===== src/rtl/morse_key_timer.sv =====
// Morse key front end: synchronise, debounce, time presses/gaps, queue dot/dash/letter/word symbols.
// Optional sidetone output is built only when MORSE_SIDETONE_EN is defined.
module morse_key_timer #(
  parameter int unsigned DEBOUNCE_CYCLES   = 1_000_000,
  parameter int unsigned DOT_MAX_CYCLES    = 25_000_000,
  parameter int unsigned LETTER_GAP_CYCLES = 50_000_000,
  parameter int unsigned WORD_GAP_CYCLES   = 150_000_000,
  parameter int unsigned TONE_HALF_CYCLES  = 50_000
) (
  input  logic       clk,
  input  logic       rst,
  input  logic       turn_on,
  input  logic       key_in,
  output logic       sym_valid,
  output logic [1:0] sym_code,
  input  logic       sym_ready,
  output logic       key_level,
  output logic       overrun,
  output logic       tone
);

  typedef enum logic [1:0] {StIdle, StPress, StGapInLetter, StGapAfterLetter} state_e;

  localparam logic [1:0] CodeDot    = 2'b00;
  localparam logic [1:0] CodeDash   = 2'b01;
  localparam logic [1:0] CodeLetter = 2'b10;
  localparam logic [1:0] CodeWord   = 2'b11;

  logic        clear;
  logic        sync1_q, sync2_q, key_level_q;
  logic [31:0] deb_cnt_q;

  state_e      state_q, state_d;
  logic [31:0] press_cnt_q, press_cnt_d;
  logic [31:0] gap_cnt_q, gap_cnt_d;
  logic        push;
  logic [1:0]  push_code;

  logic [1:0]  mem_q [4];
  logic [1:0]  wr_ptr_q, rd_ptr_q;
  logic [2:0]  count_q;
  logic        overrun_q;
  logic        pop, full, do_wr;

  assign clear = rst | ~turn_on;

  function automatic logic [31:0] sat_inc(input logic [31:0] v);
    return (v == '1) ? v : v + 32'd1;
  endfunction

  // Level follows the synchronised key only after it has differed long enough.
  always_ff @(posedge clk) begin
    if (clear) begin
      sync1_q     <= 1'b0;
      sync2_q     <= 1'b0;
      key_level_q <= 1'b0;
      deb_cnt_q   <= '0;
    end else begin
      sync1_q <= key_in;
      sync2_q <= sync1_q;
      if (sync2_q != key_level_q) begin
        if (deb_cnt_q == DEBOUNCE_CYCLES) begin
          key_level_q <= ~key_level_q;
          deb_cnt_q   <= '0;
        end else begin
          deb_cnt_q <= deb_cnt_q + 32'd1;
        end
      end else begin
        deb_cnt_q <= '0;
      end
    end
  end

  always_comb begin
    state_d     = state_q;
    press_cnt_d = press_cnt_q;
    gap_cnt_d   = gap_cnt_q;
    push        = 1'b0;
    push_code   = CodeDot;
    case (state_q)
      StIdle: begin
        if (key_level_q) begin
          state_d     = StPress;
          press_cnt_d = 32'd1;
        end
      end
      StPress: begin
        if (key_level_q) begin
          press_cnt_d = sat_inc(press_cnt_q);
        end else begin
          push      = 1'b1;
          push_code = (press_cnt_q <= DOT_MAX_CYCLES) ? CodeDot : CodeDash;
          state_d   = StGapInLetter;
          gap_cnt_d = 32'd1;
        end
      end
      StGapInLetter: begin
        if (key_level_q) begin
          state_d     = StPress;
          press_cnt_d = 32'd1;
        end else begin
          gap_cnt_d = sat_inc(gap_cnt_q);
          if (gap_cnt_q == LETTER_GAP_CYCLES) begin
            push      = 1'b1;
            push_code = CodeLetter;
            state_d   = StGapAfterLetter;
          end
        end
      end
      StGapAfterLetter: begin
        if (key_level_q) begin
          state_d     = StPress;
          press_cnt_d = 32'd1;
        end else begin
          gap_cnt_d = sat_inc(gap_cnt_q);
          if (gap_cnt_q == WORD_GAP_CYCLES) begin
            push      = 1'b1;
            push_code = CodeWord;
            state_d   = StIdle;
          end
        end
      end
      default: state_d = StIdle;
    endcase
  end

  always_ff @(posedge clk) begin
    if (clear) begin
      state_q     <= StIdle;
      press_cnt_q <= '0;
      gap_cnt_q   <= '0;
    end else begin
      state_q     <= state_d;
      press_cnt_q <= press_cnt_d;
      gap_cnt_q   <= gap_cnt_d;
    end
  end

  assign pop   = (count_q != 3'd0) && sym_ready;
  assign full  = (count_q == 3'd4);
  // A full FIFO still accepts a push when the head leaves in the same cycle.
  assign do_wr = push && (!full || pop);

  always_ff @(posedge clk) begin
    if (clear) begin
      for (int i = 0; i < 4; i++) mem_q[i] <= '0;
      wr_ptr_q <= '0;
      rd_ptr_q <= '0;
      count_q  <= '0;
      if (rst) overrun_q <= 1'b0;
    end else begin
      if (do_wr) begin
        mem_q[wr_ptr_q] <= push_code;
        wr_ptr_q        <= wr_ptr_q + 2'd1;
      end
      if (pop) rd_ptr_q <= rd_ptr_q + 2'd1;
      case ({do_wr, pop})
        2'b10:   count_q <= count_q + 3'd1;
        2'b01:   count_q <= count_q - 3'd1;
        default: count_q <= count_q;
      endcase
      if (push && full && !pop) overrun_q <= 1'b1;
    end
  end

  assign sym_valid = (count_q != 3'd0);
  assign sym_code  = mem_q[rd_ptr_q];
  assign key_level = key_level_q;
  assign overrun   = overrun_q;

`ifdef MORSE_SIDETONE_EN
  logic [31:0] tone_cnt_q;
  logic        tone_q;

  always_ff @(posedge clk) begin
    if (clear || !key_level_q) begin
      tone_cnt_q <= '0;
      tone_q     <= 1'b0;
    end else if (tone_cnt_q == TONE_HALF_CYCLES - 1) begin
      tone_cnt_q <= '0;
      tone_q     <= ~tone_q;
    end else begin
      tone_cnt_q <= tone_cnt_q + 32'd1;
    end
  end

  assign tone = tone_q;
`else
  assign tone = 1'b0;
`endif

endmodule

===== config.mk =====
export PLATFORM = sky130hd
export DESIGN_NAME = morse_key_timer
export DESIGN_NICKNAME = d
export VERILOG_FILES = /design/src/rtl/morse_key_timer.sv
export SDC_FILE = /design/constraint.sdc
export NUM_CORES = 1
export LEC_CHECK = 0
export ABC_AREA = 1
export BUFFER_PORTS_ARGS = -buffer_cell sky130_fd_sc_hd__buf_2
export CORE_MARGIN = 3
export CORE_UTILIZATION = 60
export DETAILED_ROUTE_END_ITERATION = 10
export GPL_TIMING_DRIVEN = 0
export PLACE_DENSITY = 0.83
export SLEW_MARGIN = 40
export SYNTH_ARGS = -nofsm -noshare
export SYNTH_HDL_FRONTEND = slang
export SYNTH_SLANG_ARGS = --single-unit

===== constraint.sdc =====
create_clock -name clk -period 2.7 [get_ports clk]
set_input_delay 0.27 -clock clk [delete_from_list [all_inputs] [get_ports clk]]
set_output_delay 0.27 -clock clk [all_outputs]
set_load 0.05 [all_outputs]

### Yosys cells after proc, flatten, opt, wreduce, memory -nomap -nowiden

Memories as Yosys holds them, arrays and structs flattened. A register that Yosys moved wholly into a read port is not among the register bits.
Index checks and enable logic that the tools add are counted.

| operators by class | value |
|---|---|
| bitwise logic cells | 4 |
| multiplexer cells | 42 |
| $lt $le $gt $ge | 1 |
| add/subtract/negate cells | 7 |
| reduce and logical (&&, ||, !) cells | 21 |
| equal/unequal tests | 22 |

Operator list:

| kind | count |
|---|---|
| $mux W32 | 6 |
| $pmux W32 S2 | 2 |
| $add A32 B1 Y32 const B | 3 |
| $eq A32 B32 Y1 const B | 2 |
| $eq A32 B20 Y1 const B | 1 |
| $eq A32 B26 Y1 const B | 1 |
| $eq A32 B28 Y1 const B | 1 |
| $le A32 B25 Y1 const B | 1 |
| $mux W2 | 14 |
| $mux W1 | 16 |
| $ne A2 B2 Y1 const B | 7 |
| $pmux W2 S4 | 1 |
| $reduce_and A4 Y1 | 2 |
| $eq A2 B2 Y1 const B | 3 |
| $ne A3 B3 Y1 const B | 2 |
| $pmux W2 S3 | 1 |
| $pmux W3 S2 | 1 |
| $reduce_bool A2 Y1 | 3 |
| $reduce_or A3 Y1 | 2 |
| $add A2 B1 Y2 const B | 2 |
| $eq A2 B1 Y1 const B | 2 |
| $logic_and A1 B1 Y1 | 4 |
| $reduce_and A2 Y1 | 2 |
| $reduce_or A2 Y1 | 2 |
| 13 further kinds | 16 |

| storage, ports and cells | value |
|---|---|
| bits in registers | 109 |
| memory bits (writable) | 8 |
| memories | 1 |
| word-level logic and storage cells | 109 |
| output and inout port bits | 6 |
| input port bits | 5 |

Memories:

| name | depth | width | read ports | clocked after Yosys merged registers in | wr ports | RTL line | source |
|---|---|---|---|---|---|---|---|
| mem_q | 4 | 2 | 1 | 1 | 4 | 39 | `logic [1:0] mem_q [4];` |

### Depth between registers and ports, before layout

Gate-level depths: netlist of run 1.

| depth | value |
|---|---|
| depth after elaboration | 10 |
| depth in mapped cells | 16 |
| depth with buffers taken out | 16 |

### Worst setup path before layout of run 1

Ideal clock, no wire load.

| timing path | value |
|---|---|
| kind | register to register |
| start point | register key_level_q, in the netlist key_level |
| end point | register count_q[2] |
| library setup time | 0.115 ns |
| data arrival time | 2.099 ns |
| setup slack | 0.486 ns |
| buffers on the path | 1 |
| clock period less this slack | 2.214 ns |
| cell stages (with the launch flop) | 12 |
| data required time | 2.585 ns |
| path through | dfxtp_1 > buf_2 > nor3_1 > nand3_1 > nand2_1 > nor2_1 > nand2_1 > fa_1 > inv_1 > nand4_1 > a21oi_1 > nor2_1 |

| between the ends | value |
|---|---|
| word-level cells in the longest chain between the ends | 5 |
| elaborated cells between the ends (all ways) | 9 |
| those cells by class | eq/ne: 2; mux: 5; reduce/logical: 2 |

Ends and longest elaborated chain:

| item | RTL line | source |
|---|---|---|
| from (decl) | 30 | `logic sync1_q, sync2_q, key_level_q;` |
| from (signal assigned) | 63 | `key_level_q <= ~key_level_q;` |
| $mux W1 (on tied branches) | 111, 88, 98 |  |
| $pmux W1 S3 * | 80 | `case (state_q)` |
| $logic_and A1 B1 Y1 * | 142 | `assign do_wr = push && (!full \|\| pop);` |
| $eq A2 B1 Y1 or $eq A2 B2 Y1 (tied branches) | 157 | `case ({do_wr, pop})` |
| $pmux W3 S2 or $reduce_bool A2 Y1 (tied branches) | n/a |  |
| to (signal assigned) | 158 | `2'b10: count_q <= count_q + 3'd1;` |
| to (signal assigned) | 159 | `2'b01: count_q <= count_q - 3'd1;` |
| to (signal assigned) | 160 | `default: count_q <= count_q;` |
| to (decl) | 41 | `logic [2:0] count_q;` |

Mark *: on every way between the ends. The rest lies on a longest branch, timed or not.
A chain may end at the register's enable or synchronous reset.

### Final worst setup path of run 1

| timing path | value |
|---|---|
| start point | register gap_cnt_q[0] |
| end point | register count_q[2] |

| between the ends | value |
|---|---|
| word-level cells in the longest chain between the ends | 7 |
| elaborated cells between the ends (all ways) | 12 |
| those cells by class | eq/ne: 4; mux: 6; reduce/logical: 2 |

Ends and longest elaborated chain:

| item | RTL line | source |
|---|---|---|
| from (decl) | 35 | `logic [31:0] gap_cnt_q, gap_cnt_d;` |
| from (signal assigned) | 135 | `gap_cnt_q <= gap_cnt_d;` |
| $eq A32 B28 Y1 or $eq A32 B26 Y1 (tied branches) | 116, 103 |  |
| $mux W1 (on tied branches) | 116, 103 |  |
| $mux W1 (on tied branches) | 111, 98 |  |
| $pmux W1 S3 * | 80 |  |
| $logic_and A1 B1 Y1 * | 142 |  |
| $eq A2 B1 Y1 or $eq A2 B2 Y1 (tied branches) | 157 |  |
| $pmux W3 S2 or $reduce_bool A2 Y1 (tied branches) | n/a |  |

Marked as above.

==> flow_metrics.env, run 1 <==
export IMPL_status="finished clean"
export IMPL_hold_buffers=0
export IMPL_max_slew_margin=0.568
export IMPL_p_int_uw=3290
export IMPL_fin_area_mm2=0.00806
export IMPL_required_ns=3.02
export IMPL_via_count=7227
export IMPL_grt_pass1_vias=6555
export IMPL_die_w_um=116
export IMPL_worst_clock_skew_ns=0.00576
export IMPL_nets=1173
export IMPL_hold_viol=0
export IMPL_dieArea_mm2=0.0134
export IMPL_max_freq_mhz=411
export IMPL_cp_end_kind="flop"
export IMPL_worst_path_max_fanout=5
export IMPL_clk_latency_ns=0.42
export IMPL_ys_ff_latch=119
export IMPL_cpPeakStageDelay_ns=0.42
export IMPL_setup_viol=0
export IMPL_swShare=0.202
export IMPL_io_pins=11
export IMPL_cp_slowest_cell="dfxtp_1"
export IMPL_synth_edff_count=9
export IMPL_yosysTopAreaCellShare=0.304
export IMPL_synth_area_top_cells="dfxtp_1, nand2_1, nor2_1"
export IMPL_grt_ovfl_total=0
export IMPL_powerDensity_mw_per_mm2=512
export IMPL_worst_ep_arrival_time_ns=2.75
export IMPL_cts_sinks=119
export IMPL_drtIter0Drc=817
export IMPL_cts_buffers=17
export IMPL_grtUsageTotal=0.277
export IMPL_setup_tns_final_ns=0
export IMPL_cts_root_buf="clkbuf_16"
export IMPL_syn_to_final_growth_pct=11.3
export IMPL_cts_tree="built"
export IMPL_routedWlPerCell_um=13.4
export IMPL_syn_inst=1133
export IMPL_hold_class="in -> reg"
export IMPL_gp_congestion=0.997
export IMPL_antenna_found_initial=0
export IMPL_rsz0062_at_grt="false"
export IMPL_p_switching_uw=832
export IMPL_worstMarginPinSlew_ns=0.647
export IMPL_start_util=0.623
export IMPL_ys_seq_area_frac=0.342
export IMPL_mostFrequentLayoutCells="nand2_1, nor2_1, inv_1"
export IMPL_dpl_cell_area_mm2=0.00746
export IMPL_p_seq_frac=0.434
export IMPL_hpwl_mm=13.0
export IMPL_layout_commonest_cell="nand2_1"
export IMPL_clockBufferDepth=2
export IMPL_portBuffers=9
export IMPL_routed_wl_mm=17.6
export IMPL_synth_distinct_cells=50
export IMPL_slew_viol_final=0
export IMPL_dr_pass1_iters=6
export IMPL_coreArea_mm2=0.0116
export IMPL_async_reset_ff_frac=0
export IMPL_syn_nets=1145
export IMPL_via_per_inst=5.49
export IMPL_drive_gt1_frac=0.0852
export IMPL_grt_max_degree=17
export IMPL_htree_num_levels=4
export IMPL_yosys_area_top_type="dfxtp_1"
export IMPL_min_period_over_period=0.901
export IMPL_worstPathCellList="inv_1 > ha_1 > inv_1 > nor2_1 > nand2_1 > nor2_1 > nand3_1 > nand2_1 > nor2_2 > nand2_1 > fa_1 > inv_1 > nand4_1 > a21oi_1 > nor2_1"
export IMPL_ys_flop_type="dfxtp_1"
export IMPL_antenna_cells=0
export IMPL_power_frac_comb=0.015
export IMPL_ys_warn_count=0
export IMPL_criticalPathCategory="reg -> reg"
export IMPL_ir_drop_v=0.000494
export IMPL_fin_crit_ns=2.43
export IMPL_power_frac_clock=0.551
export IMPL_p_leak_uw=0.00292
export IMPL_postSynthAreaPerCell_um2=6.39
export IMPL_clkTransAtPathRegs_ns=0.05
export IMPL_num_rows=39
export IMPL_power_uw=4120
export IMPL_syn_cell_area_mm2=0.00724
export IMPL_maxCapViolCount=0
export IMPL_ant_nets=0
export IMPL_post_cts_buffers=0
export IMPL_drc_errors=0
export IMPL_grt_pass1_wl_mm=29.9
export IMPL_startpoint_type="flop"
export IMPL_chipHeight_um=116
## worst paths after layout
path	from	to	slack, ns	cells past startpoint
worst max register to register	gap_cnt_q[0]	count_q[2]	0.27	15
worst max-delay path	gap_cnt_q[0]	count_q[2]	0.27	15
worst min register to register	sync1_q	sync2_q	0.44	2
worst min-delay path	key_in	sync1_q	0.06	3
## power by group through the flow
stage	clock [uW]	combinational, uW	sequential (uW)
finish	2270	63.7	1790
global route	2360	69.4	1790
CTS	2280	63.6	1790
detailed placement	0	63.3	1830
global placement	0	62.0	1830
floorplan	0	39.3	1830
## state kept, by name, summed over array words and instances (netlist names), named ones only
name,count
sync1_q,1
mem_q,8
press_cnt_q,32
key_level,1
deb_cnt_q,32
state_q,2
gap_cnt_q,32
wr_ptr_q,2
overrun,1
rd_ptr_q,2
count_q,3
sync2_q,1
## area by class of cell
type,instances,area [um2]
Sequential cell,119,2470
Buffer,22,135
Inverter,150,566
Multi-Input combinational cell,842,4070
Clock buffer,23,468
Timing Repair Buffer,9,45.0
Tap cell,143,179
Fill cell,1013,3550
Clock inverter,9,125
## through the flow
stage | worst slack [ns] | hold slack [ns] | instances | utilization
4_1_cts | 0.183 | 0.0575 | 1317 | 0.694
5_1_grt | 0.0130 | 0.0636 | 1317 | 0.694
3_5_place_dp | 0.200 | 0.437 | 1285 | 0.643
3_3_place_gp | 0.220 | 0.434 | 1285 | 0.643
6_report | 0.267 | 0.0583 | 1317 | 0.694
2_1_floorplan | 0.486 | 0.382 | 1133 | -
## cell usage after synthesis (8+ instances only)
| library cell | count |
|---|---|
| a21oi_1 | 64 |
| nor2_2 | 11 |
| clkbuf_1 | 8 |
| nor4_1 | 14 |
| edfxtp_1 | 9 |
| nand4_1 | 34 |
| nand3_1 | 66 |
| inv_1 | 143 |
| xor2_1 | 23 |
| nor2_1 | 201 |
| nor3_1 | 44 |
| dfxtp_1 | 110 |
| nand2_1 | 282 |
| o21ai_0 | 32 |
## critical path, delay by kind of cell (launching register included)
family / cells / cell delay (ns)
AOI/OAI and AO/OA: 1 / 0.15
adders and majority gates: 2 / 0.61
buffers and inverters: 3 / 0.26
DFF: 1 / 0.42
and+or+nand+nor: 9 / 0.89
## what timing repair did
| item | in CTS | in global routing |
|---|---|---|
| endpoints found under the hold margin | 0 | 0 |
| setup endpoints to repair | 0 | 3 |
| gates resized for setup | 0 | 2 |
## layer usage
| layer | part of all wire | GRT usage | routed length [um] |
|---|---|---|---|
| met5 | 0 | 0 | 0 |
| met4 | 0.019 | 0.0974 | 343 |
| met3 | 0.061 | 0.0668 | 1080 |
| met2 | 0.46 | 0.444 | 8100 |
| met1 | 0.46 | 0.364 | 8110 |
## cells by family (layout without fill, tap and decap cells)
| family | count (synthesis) | count (layout) | share of synthesized area |
|---|---|---|---|
| AO/OA/AOI/OAI | 110 | 110 | 0.0802 |
| XOR/XNOR | 27 | 27 | 0.0327 |
| adder cells (fa/ha/maj) | 7 | 7 | 0.0131 |
| AND/OR/NAND/NOR | 697 | 697 | 0.435 |
| other | 1 | 1 | 0.000518 |
| flip-flops | 119 | 119 | 0.342 |
| buffers and inverters | 172 | 213 | 0.0968 |
No activity file was read; power rests on OpenSTA's default activity.
==> inputs of run 2 (changes only) <==
--- a/config.mk
+++ b/config.mk
@@ -11,6 +11,7 @@
 export CORE_UTILIZATION = 60
 export DETAILED_ROUTE_END_ITERATION = 10
 export GPL_TIMING_DRIVEN = 0
+export MAX_ROUTING_LAYER = met4
 export PLACE_DENSITY = 0.83
 export SLEW_MARGIN = 40
 export SYNTH_ARGS = -nofsm -noshare
==> flow_metrics.env, run 2 (synthesized netlist as in run 1, its figures left out) <==
export IMPL_post_cts_buffers=0
export IMPL_die_w_um=116
export IMPL_cp_startpoint="gap_cnt_q[0]"
export IMPL_clk_latency_ns=0.43
export IMPL_antenna_found_initial=0
export IMPL_max_slew_margin=0.566
export IMPL_clkTransAtPathRegs_ns=0.05
export IMPL_drive_gt1_frac=0.0853
export IMPL_syn_to_final_growth_pct=10.6
export IMPL_layout_commonest_cell="nand2_1"
export IMPL_worst_clock_skew_ns=0.00876
export IMPL_ant_nets=0
export IMPL_utilization=0.690
export IMPL_worst_path_max_fanout=5
export IMPL_required_ns=3.03
export IMPL_r2r_start="gap_cnt_q[0]"
export IMPL_setup_viol=0
export IMPL_routed_wl_mm=18.0
export IMPL_antenna_cells=0
export IMPL_fin_crit_ns=2.44
export IMPL_clockBufferDepth=2
export IMPL_drtIter0Drc=863
export IMPL_r2r_end="count_q[2]"
export IMPL_cts_tree="built"
export IMPL_nets=1173
export IMPL_via_per_inst=5.54
export IMPL_reg2reg_slack_ns=0.26
export IMPL_r2r_cells=15
export IMPL_cp_end_kind="flop"
export IMPL_via_count=7282
export IMPL_gp_congestion=1.02
export IMPL_grt_ovfl_total=0
export IMPL_setup_tns_final_ns=0
export IMPL_grtUsageTotal=0.290
export IMPL_grt_pass1_vias=6791
export IMPL_status="finished clean"
export IMPL_slew_viol_final=0
export IMPL_max_freq_mhz=410
export IMPL_top_regs="deb_cnt_q: 32 flops, gap_cnt_q: 32 flops, press_cnt_q: 32 flops"
export IMPL_criticalPathCategory="reg -> reg"
export IMPL_portBuffers=9
export IMPL_cts_sinks=119
export IMPL_chipHeight_um=116
export IMPL_num_rows=39
export IMPL_filler_cell_count=1031
export IMPL_fin_area_mm2=0.00801
export IMPL_io_pins=11
export IMPL_rsz0062_at_grt="false"
export IMPL_htree_num_levels=4
export IMPL_dieArea_mm2=0.0134
export IMPL_min_period_over_period=0.903
export IMPL_cts_buffers=17
export IMPL_startpoint_type="flop"
export IMPL_routedWlPerCell_um=13.7
export IMPL_ir_drop_v=0.000391
export IMPL_hold_viol=0
export IMPL_dpl_cell_area_mm2=0.00746
export IMPL_dr_pass1_iters=7
export IMPL_drc_errors=0
export IMPL_hold_class="in -> reg"
export IMPL_cts_root_buf="clkbuf_16"
export IMPL_mostFrequentLayoutCells="nand2_1, nor2_1, inv_1"
export IMPL_coreArea_mm2=0.0116
export IMPL_worst_ep_arrival_time_ns=2.76
export IMPL_crit_path_end="count_q[2]"
export IMPL_worstMarginPinSlew_ns=0.650
export IMPL_start_util=0.623
export IMPL_grt_pass1_wl_mm=30.3
export IMPL_maxCapViolCount=0
export IMPL_p_leak_uw=0.00289
export IMPL_powerDensity_mw_per_mm2=493
export IMPL_grt_max_degree=17
export IMPL_hpwl_mm=13.2
run 2: cell types whose count changed in the layout (fill, tap and decap cells not counted), sizes merged:
cell    delta
bufinv     -2
clkbuf     -1
clkinv     +1
run 2: worst min-delay path by stage:
stage             from      end  cells past startpoint
3_3_place_gp   sync1_q  sync2_q                      2
3_5_place_dp   sync1_q  sync2_q                      2
2_1_floorplan   key_in  sync1_q                      2
5_1_grt         key_in  sync1_q                      3
4_1_cts         key_in  sync1_q                      3
6_report        key_in  sync1_q                      3
run 2: repair_timing:
action | 4_1_cts | 5_1_grt
hold buffers | 0 | 0
gates resized for setup | 0 | 2
endpoints found under the setup margin | 0 | 3
run 2: final cells by class:
class	instances	area [um2]	share of cell area
inverters	150	566	0.0706
well taps	143	179	0.0223
clock buffers	22	464	0.0580
repair buffers	9	45.0	0.00562
multi-input cells	842	4070	0.508
flip-flops and latches	119	2470	0.309
clock inverters	8	77.6	0.00968
plain buffers	22	135	0.0169
run 2: through the flow:
| step | setup WS (ns) | hold WS [ns] | power [uW] | instances |
|---|---|---|---|---|
| 6_report | 0.261 | 0.0493 | 3950 | 1315 |
| 5_1_grt | 0.0136 | 0.0727 | 4050 | 1315 |
| 4_1_cts | 0.163 | 0.0436 | 3970 | 1315 |
| 3_5_place_dp | 0.191 | 0.434 | 1890 | 1285 |
| 3_3_place_gp | 0.222 | 0.433 | 1890 | 1285 |
| 2_1_floorplan | 0.486 | 0.382 | 1870 | 1133 |
run 2: critical path, stage by stage (launching register included):
cell and delay, ns:
dfxtp_1 0.42, inv_1 0.12, ha_1 0.21, inv_1 0.07, nor2_1 0.05, nand2_1 0.10
nor2_1 0.08, nand3_1 0.11, nand2_1 0.07, nor2_2 0.16, nand2_1 0.16, fa_1 0.40
inv_1 0.07, nand4_1 0.11, a21oi_1 0.15, nor2_1 0.05
run 2: layer usage:
metal  global-route usage  part of all wire  wire length (um)
met5                    -                 0                 0
met4                0.101             0.021               371
met3               0.0757             0.069              1250
met2                0.465              0.46              8310
met1                0.355              0.45              8060
run 2: report_power, final:
group	switching (uW)	total, uW	internal (uW)
clock	799	2090	1300
sequential	2.62	1790	1790
combinational	49.3	63.2	13.9
